==> src/rtl/ifetch32_if.sv <==
// Fetch-stage bundle: instruction-memory read channel plus the decode-side
// instruction/branch/link signals.
interface ifetch32_if #(
    parameter int FULLW = 32
);
    logic             imem_req_out;
    logic [FULLW-1:0] imem_addr_out;
    logic [FULLW-1:0] imem_rdata_in;
    logic             imem_rvalid_in;
    logic [FULLW-1:0] i_out;
    logic [FULLW-1:0] pc_out;
    logic             i_valid_out;
    logic             stall_in;
    logic             ib_in;
    logic [FULLW-1:0] bv_in;
    logic             bl_in;
    logic             lr_we_out;
    logic [FULLW-1:0] lr_out;

    modport master (
        output imem_req_out, imem_addr_out, i_out, pc_out, i_valid_out, lr_we_out, lr_out,
        input  imem_rdata_in, imem_rvalid_in, stall_in, ib_in, bv_in, bl_in
    );

    modport slave (
        input  imem_req_out, imem_addr_out, i_out, pc_out, i_valid_out, lr_we_out, lr_out,
        output imem_rdata_in, imem_rvalid_in, stall_in, ib_in, bv_in, bl_in
    );
endinterface

==> src/rtl/ifetch32.sv <==
// Instruction fetch: PC, single-outstanding imem reads, one output slot plus a
// one-entry skid buffer, branch redirect/flush and link-register write.
//
// state | meaning
// IDLE  | no read in flight
// WAIT  | read in flight, its response will be kept
// DROP  | read in flight, its response belongs to a flushed path
module ifetch32 #(
    parameter int               FULLW    = 32,
    parameter logic [FULLW-1:0] RESET_PC = '0
) (
    input logic        clk,
    input logic        rst_n,
    ifetch32_if.master bus
);
    typedef enum logic [1:0] {IDLE, WAIT, DROP} req_state_t;

    req_state_t       state, state_n;
    logic             active;
    logic [FULLW-1:0] fpc, req_pc, addr, target;
    logic [FULLW-1:0] i_q, pc_q, skid_i, skid_pc, lr_q;
    logic             i_valid_q, skid_valid, lr_we_q;
    logic             xfer, branch, resp, resp_keep, req;

    always_comb begin
        xfer      = i_valid_q & ~bus.stall_in;
        branch    = xfer & bus.ib_in;
        resp      = bus.imem_rvalid_in & (state != IDLE);
        resp_keep = bus.imem_rvalid_in & (state == WAIT) & ~branch;
        target    = pc_q + FULLW'(8) + (bus.bv_in & ~FULLW'(3));
        addr      = branch ? target : fpc;
        req       = 1'b0;
        // A branch flushes the slot and skid, so the target may issue regardless
        // of occupancy; otherwise never issue a read that would have no landing slot.
        if (active && state != DROP && (state == IDLE || bus.imem_rvalid_in)) begin
            if (branch)
                req = 1'b1;
            else
                req = ~skid_valid & ~(i_valid_q & ~xfer & resp_keep);
        end
        state_n = state;
        if (req)
            state_n = WAIT;
        else if (branch && state == WAIT && !bus.imem_rvalid_in)
            state_n = DROP;
        else if (resp)
            state_n = IDLE;
    end

    always_ff @(posedge clk or negedge rst_n) begin
        if (!rst_n)
            state <= IDLE;
        else
            state <= state_n;
    end

    always_ff @(posedge clk or negedge rst_n) begin
        if (!rst_n) begin
            active     <= 1'b0;
            fpc        <= RESET_PC;
            req_pc     <= '0;
            i_valid_q  <= 1'b0;
            i_q        <= '0;
            pc_q       <= '0;
            skid_valid <= 1'b0;
            skid_i     <= '0;
            skid_pc    <= '0;
            lr_we_q    <= 1'b0;
            lr_q       <= '0;
        end else begin
            active <= 1'b1;
            if (req) begin
                fpc    <= addr + FULLW'(4);
                req_pc <= addr;
            end else if (branch) begin
                fpc <= target;
            end
            lr_we_q <= branch & bus.bl_in;
            if (branch && bus.bl_in)
                lr_q <= pc_q + FULLW'(4);
            if (branch) begin
                i_valid_q  <= 1'b0;
                skid_valid <= 1'b0;
            end else if (!i_valid_q || xfer) begin
                if (skid_valid) begin
                    i_q        <= skid_i;
                    pc_q       <= skid_pc;
                    i_valid_q  <= 1'b1;
                    skid_valid <= resp_keep;
                    if (resp_keep) begin
                        skid_i  <= bus.imem_rdata_in;
                        skid_pc <= req_pc;
                    end
                end else if (resp_keep) begin
                    i_q       <= bus.imem_rdata_in;
                    pc_q      <= req_pc;
                    i_valid_q <= 1'b1;
                end else begin
                    i_valid_q <= 1'b0;
                end
            end else if (resp_keep) begin
                skid_i     <= bus.imem_rdata_in;
                skid_pc    <= req_pc;
                skid_valid <= 1'b1;
            end
        end
    end

    assign bus.imem_req_out  = req;
    assign bus.imem_addr_out = addr;
    assign bus.i_out         = i_q;
    assign bus.pc_out        = pc_q;
    assign bus.i_valid_out   = i_valid_q;
    assign bus.lr_we_out     = lr_we_q;
    assign bus.lr_out        = lr_q;
endmodule

==> src/flat_wrapper.sv <==
// flat-port wrapper written by rule: the top's interface ports become plain ports
module ifetch32_flat 
#(
    parameter int               FULLW    = 32,
    parameter logic [FULLW-1:0] RESET_PC = '0
)
  (clk, rst_n, bus_imem_req_out, bus_imem_addr_out, bus_i_out, bus_pc_out, bus_i_valid_out, bus_lr_we_out, bus_lr_out, bus_imem_rdata_in, bus_imem_rvalid_in, bus_stall_in, bus_ib_in, bus_bv_in, bus_bl_in);
  ifetch32_if #(.FULLW(FULLW)) bus_i ();
  input logic clk;
  input logic rst_n;
  output wire logic [$bits(bus_i.imem_req_out)-1:0] bus_imem_req_out;
  output wire logic [$bits(bus_i.imem_addr_out)-1:0] bus_imem_addr_out;
  output wire logic [$bits(bus_i.i_out)-1:0] bus_i_out;
  output wire logic [$bits(bus_i.pc_out)-1:0] bus_pc_out;
  output wire logic [$bits(bus_i.i_valid_out)-1:0] bus_i_valid_out;
  output wire logic [$bits(bus_i.lr_we_out)-1:0] bus_lr_we_out;
  output wire logic [$bits(bus_i.lr_out)-1:0] bus_lr_out;
  input wire logic [$bits(bus_i.imem_rdata_in)-1:0] bus_imem_rdata_in;
  input wire logic [$bits(bus_i.imem_rvalid_in)-1:0] bus_imem_rvalid_in;
  input wire logic [$bits(bus_i.stall_in)-1:0] bus_stall_in;
  input wire logic [$bits(bus_i.ib_in)-1:0] bus_ib_in;
  input wire logic [$bits(bus_i.bv_in)-1:0] bus_bv_in;
  input wire logic [$bits(bus_i.bl_in)-1:0] bus_bl_in;
  assign bus_imem_req_out = bus_i.imem_req_out;
  assign bus_imem_addr_out = bus_i.imem_addr_out;
  assign bus_i_out = bus_i.i_out;
  assign bus_pc_out = bus_i.pc_out;
  assign bus_i_valid_out = bus_i.i_valid_out;
  assign bus_lr_we_out = bus_i.lr_we_out;
  assign bus_lr_out = bus_i.lr_out;
  assign bus_i.imem_rdata_in = bus_imem_rdata_in;
  assign bus_i.imem_rvalid_in = bus_imem_rvalid_in;
  assign bus_i.stall_in = bus_stall_in;
  assign bus_i.ib_in = bus_ib_in;
  assign bus_i.bv_in = bus_bv_in;
  assign bus_i.bl_in = bus_bl_in;
  ifetch32 #(.FULLW(FULLW), .RESET_PC(RESET_PC)) u_core (.clk(clk), .rst_n(rst_n), .bus(bus_i));
endmodule
==> config.mk <==
export PLATFORM = sky130hd
export DESIGN_NAME = ifetch32_flat
export DESIGN_NICKNAME = d
export VERILOG_FILES = /design/src/rtl/ifetch32_if.sv /design/src/rtl/ifetch32.sv /design/src/flat_wrapper.sv
export SDC_FILE = /design/constraint.sdc
export NUM_CORES = 1
export LEC_CHECK = 0
export ABC_AREA = 1
export CORE_UTILIZATION = 35
export DETAILED_ROUTE_END_ITERATION = 10
export MAX_ROUTING_LAYER = met4
export RECOVER_POWER = 100
export SYNTH_ARGS = -nofsm -noshare
export SYNTH_HDL_FRONTEND = slang
export SYNTH_SLANG_ARGS = --single-unit
==> constraint.sdc <==
create_clock -name clk -period 3.5 [get_ports clk]
set_clock_uncertainty 0.1 [all_clocks]
set_input_delay 0.7 -clock clk [delete_from_list [all_inputs] [get_ports clk]]
set_output_delay 0.7 -clock clk [all_outputs]
set_load 0.05 [all_outputs]
== Word-level counts from Yosys, hierarchy flattened ==
Cells that the tools add are included.
Word-level totals
  word-level logic and storage cells: 75
  output and inout bits: 131
  input bits: 70
  register bits: 230
Cells by class
  eq/ne operators: 3
  multiplexer cells: 25
  add/sub/neg operators: 4
  bitwise gates (word level): 14
  reduce and logical (&&, ||, !) cells: 17
Operators by type and width (number)
  $mux 32: 12
  $add 32x3->32 const B: 2
  $add 32x32->32: 1
  $add 32x4->32 const B: 1
  $mux 1: 10
  $and 1x1->1: 9
  $mux 2: 3
  $reduce_bool 2->1: 3
  $reduce_bool 3->1: 2
  $logic_and 1x1->1: 5
  $not 1->1: 5
  $reduce_and 3->1: 1
  $eq 2x1->1 const B: 1
  $logic_not 1->1: 2
  $logic_not 2->1: 1
  $logic_or 1x1->1: 2
  $ne 2x1->1 const B: 1
  $ne 2x2->1 const B: 1
  $reduce_and 2->1: 1

== Longest topological paths before layout ==
Gate-level depths: netlist of the first run.
  depth after elaboration: 11
  mapped depth: 25
  mapped depth without buffers: 25

== Worst setup path after synthesis of the first run ==
Ideal clock, no wire load.
  path type: flip-flop to flip-flop
  from: register u_core.pc_q[3] (netlist: u_core.bus.pc_out[3])
  to: register u_core.fpc[22]
  period minus slack after synthesis: 3709 ps
  library setup time: 118 ps
  slack: -209 ps
  required time: 3282 ps
  cell stages (with the launch flop): 20
  buffers on the path: 0
  arrival time: 3491 ps
  cells stage by stage: dfrtp_1 inv_1 ha_1 inv_1 ha_1 inv_1 fa_1 inv_1 nand2_1 nand2_1 nand3_1 nand3b_1 nand3_1 nand2_1 inv_1 nor2_1 nand3_2 nor2_4 xor2_1 inv_1
Between the ends
  cells in the longest elaborated chain, start to end: 5
RTL lines
  start: declaration: RTL line ifetch32.sv:21  | logic [FULLW-1:0] i_q, pc_q, skid_i, skid_pc, lr_q;
  start signal: assignment: RTL line ifetch32.sv:87  | pc_q <= skid_pc;
  start signal: assignment: RTL line ifetch32.sv:96  | pc_q <= req_pc;
  $add 32x4->32: RTL line ifetch32.sv:30  | target = pc_q + FULLW'(8) + (bus.bv_in & ~FULLW'(3));
  $add 32x32->32: RTL line ifetch32.sv:30
  $mux 32: RTL line ifetch32.sv:31  | addr = branch ? target : fpc;
  named net bus_imem_addr_out[11]: RTL line flat_wrapper.sv:12  | output wire logic [$bits(bus_i.imem_addr_out)-1:0] bus_imem_addr_out;
  $add 32x3->32: RTL line ifetch32.sv:73  | fpc <= addr + FULLW'(4);
  $mux 32: RTL line ifetch32.sv:72  | if (req) begin
  end signal: assignment: RTL line ifetch32.sv:73
  end signal: assignment: RTL line ifetch32.sv:76  | fpc <= target;
  end: declaration: RTL line ifetch32.sv:20  | logic [FULLW-1:0] fpc, req_pc, addr, target;
The timed path passes the listed nets, and every way through them passes these cells.
A chain may end at the register's enable or synchronous reset.

== Final worst setup path of the first run ==
  from: register u_core.pc_q[3] (netlist: u_core.bus.pc_out[3])
  to: output bus_imem_addr_out[25]
Between the ends
  cells in the longest elaborated chain, start to end: 3
RTL lines (RTL line)
  $add 32x4->32: ifetch32.sv:30
  $add 32x32->32: ifetch32.sv:30
  $mux 32: ifetch32.sv:31
  end: declaration: flat_wrapper.sv:12
No other way between the ends.

==> key figures, run 1 <==
Outcome
  • Status: finished, violations left
  • Failing checks: capacitance limit, slew limit, setup timing

Placed design
  • Number of cells after detailed placement: 2710
  • # port buffers: 198
  • Place WS: -794 ps
  • GPL Wtd Cong: 0.951
  • DP HPWL: 36200 um

Detailed routing
  • DRT iter0 DRCs: 914
  • Routed wire length: 48700 um
  • DRT Pass-1 Iters: 5
  • Post-DRT Antenna Nets: 0
  • DRC Markers: 0
  • Vias: 13589
  • DR WL/cell: 17.3 um
  • Vias per inst: 4.82

Layout
  • Final core occ: 0.557
  • Share of layout cells above drive strength 1: 0.321
  • Inserted Diodes: 0
  • Synth-to-Final Area Change: 55.1%
  • Nets: 2419
  • Post-layout instance count excluding filler cells: 2818

Global routing
  • Initial antenna violation count: 0
  • Largest net degree at the start of global routing: 94
  • Total track usage: 0.250
  • Total gr overflow: 0
  • Vias in the first global route: 12913
  • First-pass GRT wire length: 73300 um

Synth
  • Register bit total from synthesis: 230
  • Top post-synthesis cells by count: 605 x nand2_1, 234 x inv_1, 230 x dfrtp_1, 212 x o21ai_0, 90 x nand3_1
  • Post-synthesis area per instance: 7.43 sq um
  • Post-synthesis sequential area ratio: 0.422
  • Most used DFF post-synth: dfrtp_1
  • Yosys warning count: 0
  • Yosys top cell area share: 0.422
  • Syn_nets: 1968
  • Async set or reset register ratio after synthesis: 1.00
  • Post-synth cell types: 41
  • Count leader, synth: nand2_1
  • Top post-synthesis cells by area: dfrtp_1 42%, nand2_1 17%, o21ai_0 7.8%
  • Post-synth EDFFs: 0
  • Post-Syn Instances: 1838
  • Syn Std Cell Area: 0.0137 sq mm
  • Leading area contributor after synthesis: dfrtp_1

STA
  • Worst Hold Margin: 379 ps
  • Rel. slew slack: -0.612
  • Hold violation total from the final report: 0
  • Worst Tran Pin Value: 2420 ps
  • Period utilization: 1.13
  • Unrepaired setup endpoints after global routing: yes
  • Final setup margin: -449 ps
  • Fmax achieved: 253 MHz
  • # setup viols final: 24
  • Max-slew violations: 94
  • Crit path time final: 3950 ps

Clock network
  • CTS Buf Count: 26
  • Root buffer cell: clkbuf_16
  • CTS tree: yes
  • Max clock buf depth: 3
  • Worst-Skew Late Latency: 550 ps
  • Clock H-tree levels: 1
  • Sink Count: 230
  • Clk slew on worst S/H paths: 60 ps

Critical path
  • Worst Path Required: 2700 ps
  • Critical-path top delay cell: dfrtp_2
  • Top delay family on crit path: simple AND/OR/NAND/NOR gates
  • Slowest stage delay, CP: 420 ps
  • CP most frequent cell: nand2_4
  • Worst Path Buf+Inv: 6
  • Worst setup SP type: flop
  • Crit path arrival time: 3150 ps
  • Crit-path cells: inv_4 -> ha_4 -> inv_4 -> ha_4 -> inv_2 -> fa_2 -> inv_2 -> buf_4 -> nand2_2 -> nand2_4 -> nand3_4 -> nand2_4 -> nand2_4 -> nand2_4 -> nand2_2 -> nand2_1 -> nand2_1 -> nand3_2 -> nand2_4 -> buf_12
  • CP Max Fanout: 3
  • Critical path class: flop to output pin
  • Endpoint class of the critical path: output pin

Job
  • MaxCap Viol Count: 1

Min path
  • Hold WC Path Type: flop to flop

Floorplanning
  • Core Area: 0.0380 sq mm
  • Die area: 0.0398 sq mm
  • I/O pin count: 201
  • Die X: 200 um
  • Initial core utilization: 0.359
  • Die Y: 200 um
  • # rows: 71

Pwr
  • Power Dens Cells: 1060 mW/mm^2
  • LEAKAGE: 10.4 nW
  • Max VDD drop: 0.642 mV
area by class of cell:
type	count	area [sq um]
Multi-Input combinational cell	1289	8320
Sequential cell	230	5780
Clock inverter	12	199
Timing Repair Buffer	489	4540
Fill cell	3587	16800
Tap cell	511	639
Clock buffer	34	701
Inverter	253	985
kinds of logic (layout without fill, tap and decap cells):
group,after synthesis,in the layout,share of synthesized area
AO/OA/AOI/OAI,275,275,0.109
XOR/XNOR,43,43,0.0276
adder cells (fa/ha/maj),60,60,0.0555
buffers and inverters,319,788,0.0910
flip-flops,230,230,0.422
other,1,1,0.000275
AND/OR/NAND/NOR,910,910,0.295
timing repair:
action	in CTS	in global routing
resized for setup	283	159
hold buffers	0	0
pin swaps	113	110
setup endpoints to repair	35	43
setup buffers	32	33
registers in the layout, summed over array words and instances, names as in the netlist:
register                cells
u_core.bus.lr_out          32
u_core.bus.lr_we_out        1
u_core.bus.i_valid_out      1
u_core.skid_valid           1
u_core.active               1
u_core.skid_pc             32
u_core.skid_i              32
u_core.state                2
u_core.fpc                 32
u_core.bus.i_out           32
u_core.req_pc              32
u_core.bus.pc_out          32
worst register-to-register path: stages (launching register included):
cell and delay [ps]:
dfrtp_2 420, inv_4 90, ha_4 210, inv_4 50, ha_4 130, inv_2 40, fa_2 370, inv_2 100
buf_4 130, nand2_2 70, nand2_4 100, nand3_4 90, nand2_4 100, buf_4 120, nand2_2 50, nand3_2 80
nand2_4 70, inv_4 70, buf_4 100, buf_4 110, nand2_1 70, buf_4 140, nor2_2 160, nand2_1 90
nor2_1 120, nand3_1 90, nand2_1 70, nand2_1 50
metal layers:
layer,track usage,vias to the layer above,share of wire
met1,0.335,6438,0.45
met5,-,-,0
li1,-,6724,-
met2,0.394,355,0.47
met3,0.0319,72,0.052
met4,0.0744,0,0.032
where the power goes:
| part | total, mW | switching [mW] | leakage, nW | internal, mW |
|---|---|---|---|---|
| logic | 14.8 | 8.62 | 7.07 | 6.14 |
| registers | 4.72 | 0.835 | 2.87 | 3.88 |
| clock network | 2.91 | 1.13 | 0.439 | 1.78 |
| total | 22.4 | 10.6 | 10.4 | 11.8 |
through the flow:
| stage | cell area [sq um] | TNS (ps) | power (mW) |
|---|---|---|---|
| 6_report | 21200 | -4530 | 22.4 |
| 5_1_grt | 21200 | -9720 | 23.7 |
| 4_1_cts | 20400 | -4760 | 21.4 |
| 3_5_place_dp | 18000 | -24940 | 16.8 |
| 3_3_place_gp | 18000 | -24410 | 16.7 |
| 2_1_floorplan | 13700 | 0 | 11.3 |
cell usage in the layout, fill, tap and decap left out, types with 7 or more instances in the layout:
cell type,n
clkbuf_16,26
nand2_2,82
clkdlybuf4s50_1,136
o211ai_1,28
or2_2,20
nand4_1,20
ha_4,52
dlygate4sd2_1,28
dfrtp_1,209
buf_8,11
clkbuf_1,7
o21ai_0,212
nor2_2,16
xor2_1,38
buf_4,252
inv_2,28
inv_4,12
dfrtp_2,21
nor3_1,13
inv_1,209
nand3_2,24
buf_6,31
nor2_1,55
nand2_4,53
buf_12,25
a21oi_1,9
nand2_1,504
nor2_4,27
nand3_1,64
nand3_4,15
final timing paths:
| kind | slack [ps] | to | startpoint | cells after the start |
|---|---|---|---|---|
| setup / recovery | -450 | bus_imem_addr_out[25] | u_core.bus.pc_out[3] | 20 |
| hold / removal | 380 | u_core.bus.lr_out[25] | u_core.bus.lr_out[25] | 2 |
| setup reg to reg | -20 | u_core.fpc[29] | u_core.bus.pc_out[3] | 27 |
| hold reg to reg | 380 | u_core.bus.lr_out[25] | u_core.bus.lr_out[25] | 2 |
| max in group asynchronous | 500 | u_core.bus.i_out[10] | rst_n | 2 |
| min in group asynchronous | 760 | u_core.bus.i_out[9] | rst_n | 1 |
(Power assumes the default switching activity.)
==> run 2, diff against run 1 <==
--- a/config.mk
+++ b/config.mk
@@ -6,6 +6,8 @@
 export NUM_CORES = 1
 export LEC_CHECK = 0
 export ABC_AREA = 1
+export ABC_CLOCK_PERIOD_IN_PS = 3500
+export CAP_MARGIN = 15
 export CORE_UTILIZATION = 35
 export DETAILED_ROUTE_END_ITERATION = 10
 export MAX_ROUTING_LAYER = met4
==> results of run 2 <==
No change in the layout: final DEF, timing and power equal those of run 1.
==> run 3, diff against run 2 <==
--- a/config.mk
+++ b/config.mk
@@ -7,11 +7,13 @@
 export LEC_CHECK = 0
 export ABC_AREA = 1
 export ABC_CLOCK_PERIOD_IN_PS = 3500
-export CAP_MARGIN = 15
+export CAP_MARGIN = 20
+export CORE_ASPECT_RATIO = 1.4
 export CORE_UTILIZATION = 35
 export DETAILED_ROUTE_END_ITERATION = 10
 export MAX_ROUTING_LAYER = met4
 export RECOVER_POWER = 100
+export REMOVE_ABC_BUFFERS = 1
 export SYNTH_ARGS = -nofsm -noshare
 export SYNTH_HDL_FRONTEND = slang
 export SYNTH_SLANG_ARGS = --single-unit
==> key figures, run 3 (synthesis results as in run 1) <==
Outcome
  • Status: finished, violations left
  • Failing checks: capacitance limit, slew limit, setup timing

Floorplanning
  • Die area: 0.0398 sq mm
  • Core Area: 0.0385 sq mm
  • # rows: 85
  • Initial core utilization: 0.355
  • Die X: 169 um
  • Die Y: 236 um
  • I/O pin count: 201

Critical path
  • Worst Path Buf+Inv: 6
  • Critical-path top delay cell: dfrtp_1
  • Endpoint class of the critical path: output pin
  • Slowest stage delay, CP: 390 ps
  • Worst R2R Path Depth: 25
  • Worst reg2reg path endpoint: u_core.fpc[29]
  • Reg-to-reg slack, setup: 140 ps
  • Worst setup SP type: flop
  • CP Max Fanout: 3
  • Crit-path cells: inv_2 -> ha_4 -> inv_4 -> ha_4 -> inv_2 -> fa_2 -> inv_4 -> nand3_4 -> nand3_4 -> nand3_4 -> nand2_2 -> nand2_1 -> nand2_1 -> xor2_1 -> nand2_1 -> nand2_2 -> inv_2 -> buf_12
  • Reg-to-Reg Start: u_core.bus.pc_out[19]
  • Worst Path Required: 2700 ps
  • Crit path arrival time: 2890 ps
  • Critical path class: flop to output pin
  • Top delay family on crit path: adder cells

Global routing
  • Vias in the first global route: 13394
  • Initial antenna violation count: 0
  • Total gr overflow: 0
  • First-pass GRT wire length: 70100 um
  • Largest net degree at the start of global routing: 110
  • Total track usage: 0.232

Clock network
  • Max clock buf depth: 3
  • Root buffer cell: clkbuf_16
  • CTS tree: yes
  • CTS Buf Count: 23
  • Clk slew on worst S/H paths: 60 ps
  • Worst-Skew Late Latency: 520 ps
  • Sink Count: 230
  • Clock H-tree levels: 1

Pwr
  • Sw power: 10.0 mW
  • Sw Share: 0.475
  • Clock group share of total power: 0.113
  • Pint: 11.1 mW
  • Power Dens Cells: 1020 mW/mm^2
  • Combinational Power Share: 0.667
  • Max VDD drop: 0.501 mV
  • LEAKAGE: 10.4 nW
  • Sequential share of power: 0.220

STA
  • Worst Hold Margin: 375 ps
  • Worst Tran Pin Value: 2170 ps
  • Unrepaired setup endpoints after global routing: yes
  • Rel. slew slack: -0.445
  • Period utilization: 1.05
  • Crit path time final: 3690 ps
  • Hold violation total from the final report: 0
  • Fmax achieved: 271 MHz
  • # setup viols final: 15
  • Final setup margin: -186 ps
  • Max-slew violations: 87

Min path
  • Hold wc startpoint: u_core.bus.lr_out[10]
  • Hold WC Path Type: flop to flop
  • Hold EP: u_core.bus.lr_out[10]
  • Worst hold path depth: 2

Layout
  • Inserted Diodes: 0
  • Commonest non-fill, non-tap cell in the layout: nand2_1
  • Synth-to-Final Area Change: 51.9%
  • Fillers: 3593
  • Nets: 2415
  • Share of layout cells above drive strength 1: 0.312
  • Commonest non-fill, non-tap cells in the layout: 503 x nand2_1, 256 x buf_4, 214 x inv_1
  • Post-layout instance count excluding filler cells: 2820

Detailed routing
  • Post-DRT Antenna Nets: 0
  • Vias per inst: 4.77
  • DRT Pass-1 Iters: 5
  • DR WL/cell: 15.9 um
  • DRC Markers: 0
  • Routed wire length: 44900 um
  • Vias: 13450
  • DRT iter0 DRCs: 538

Placed design
  • GPL Wtd Cong: 1.00
  • # port buffers: 198
  • DP HPWL: 33200 um
  • Place WS: -733 ps
  • Number of cells after detailed placement: 2722

Job
  • MaxCap Viol Count: 1
run 3: cell count changes in the layout (fill, tap and decap cells not counted), sizes merged:
cell,delta
buf,-11
clkdlybuf4s50,-76
dlygate4sd3,+76
dlygate4sd2,-3
clkinv,+4
dlymetal6s2s,+2
bufinv,-4
clkdlybuf4s15,+1
clkinvlp,-2
clkbuf,+4
run 3: worst max path at each step:
stage,cells after the start,slack [ps],start,endpoint
floorplan,4,-1490,u_core.skid_valid,u_core.skid_i[0]
finish,18,-190,u_core.bus.pc_out[3],bus_imem_addr_out[31]
CTS,19,-310,u_core.bus.pc_out[3],bus_imem_addr_out[25]
global placement,19,-770,bus_bv_in[3],bus_imem_addr_out[31]
detailed placement,19,-730,bus_bv_in[3],bus_imem_addr_out[31]
global route,17,-320,u_core.bus.pc_out[14],bus_imem_addr_out[31]
run 3: area by class of cell:
class | instances | area, sq um | share of cell area
Clock inverter | 10 | 75.1 | 0.00362
Multi-Input combinational cell | 1289 | 8190 | 0.395
Tap cell | 522 | 653 | 0.0315
Sequential cell | 230 | 5780 | 0.279
Timing Repair Buffer | 488 | 4440 | 0.214
Inverter | 253 | 968 | 0.0467
Clock buffer | 28 | 634 | 0.0306
run 3: what timing repair did:
| item | in CTS | in global routing |
|---|---|---|
| hold buffers | 0 | 0 |
| endpoints found under the setup margin | 39 | 37 |
| setup buffers | 37 | 28 |
| pin swaps | 113 | 95 |
| resized for setup | 286 | 115 |
run 3: power groups by stage:
stage	Sequential [mW]	Combinational (mW)	Clock (mW)
finish	4.65	14.1	2.39
global route	4.78	15.1	2.57
CTS	4.65	13.5	2.47
detailed placement	4.61	11.9	0
global placement	4.57	11.8	0
floorplan	6.27	4.91	0
run 3: metrics by stage:
stage          utilization  cell area [sq um]  power (mW)  TNS (ps)
4_1_cts              0.526              20300        20.6     -2940
2_1_floorplan            -              13400        11.2   -164760
3_5_place_dp         0.468              18000        16.5    -24240
5_1_grt              0.539              20700        22.5     -4340
3_3_place_gp         0.468              18000        16.4    -24610
6_report             0.539              20700        21.1     -1550
run 3: layer usage:
metal	share of wire	vias to the layer above	wire [um]	GRT usage
met4	0.043	0	1950	0.0942
li1	-	6681	-	-
met5	0	-	0	-
met2	0.50	314	22600	0.404
met3	0.045	101	2010	0.0276
met1	0.41	6354	18300	0.268
run 3: worst register-to-register path: cells and delay by family (launching register included):
kind / cells / cell delay, ps
buffers and inverters: 9 / 1010
adders and majority gates: 2 / 540
and+or+nand+nor: 14 / 1170
DFF: 1 / 450
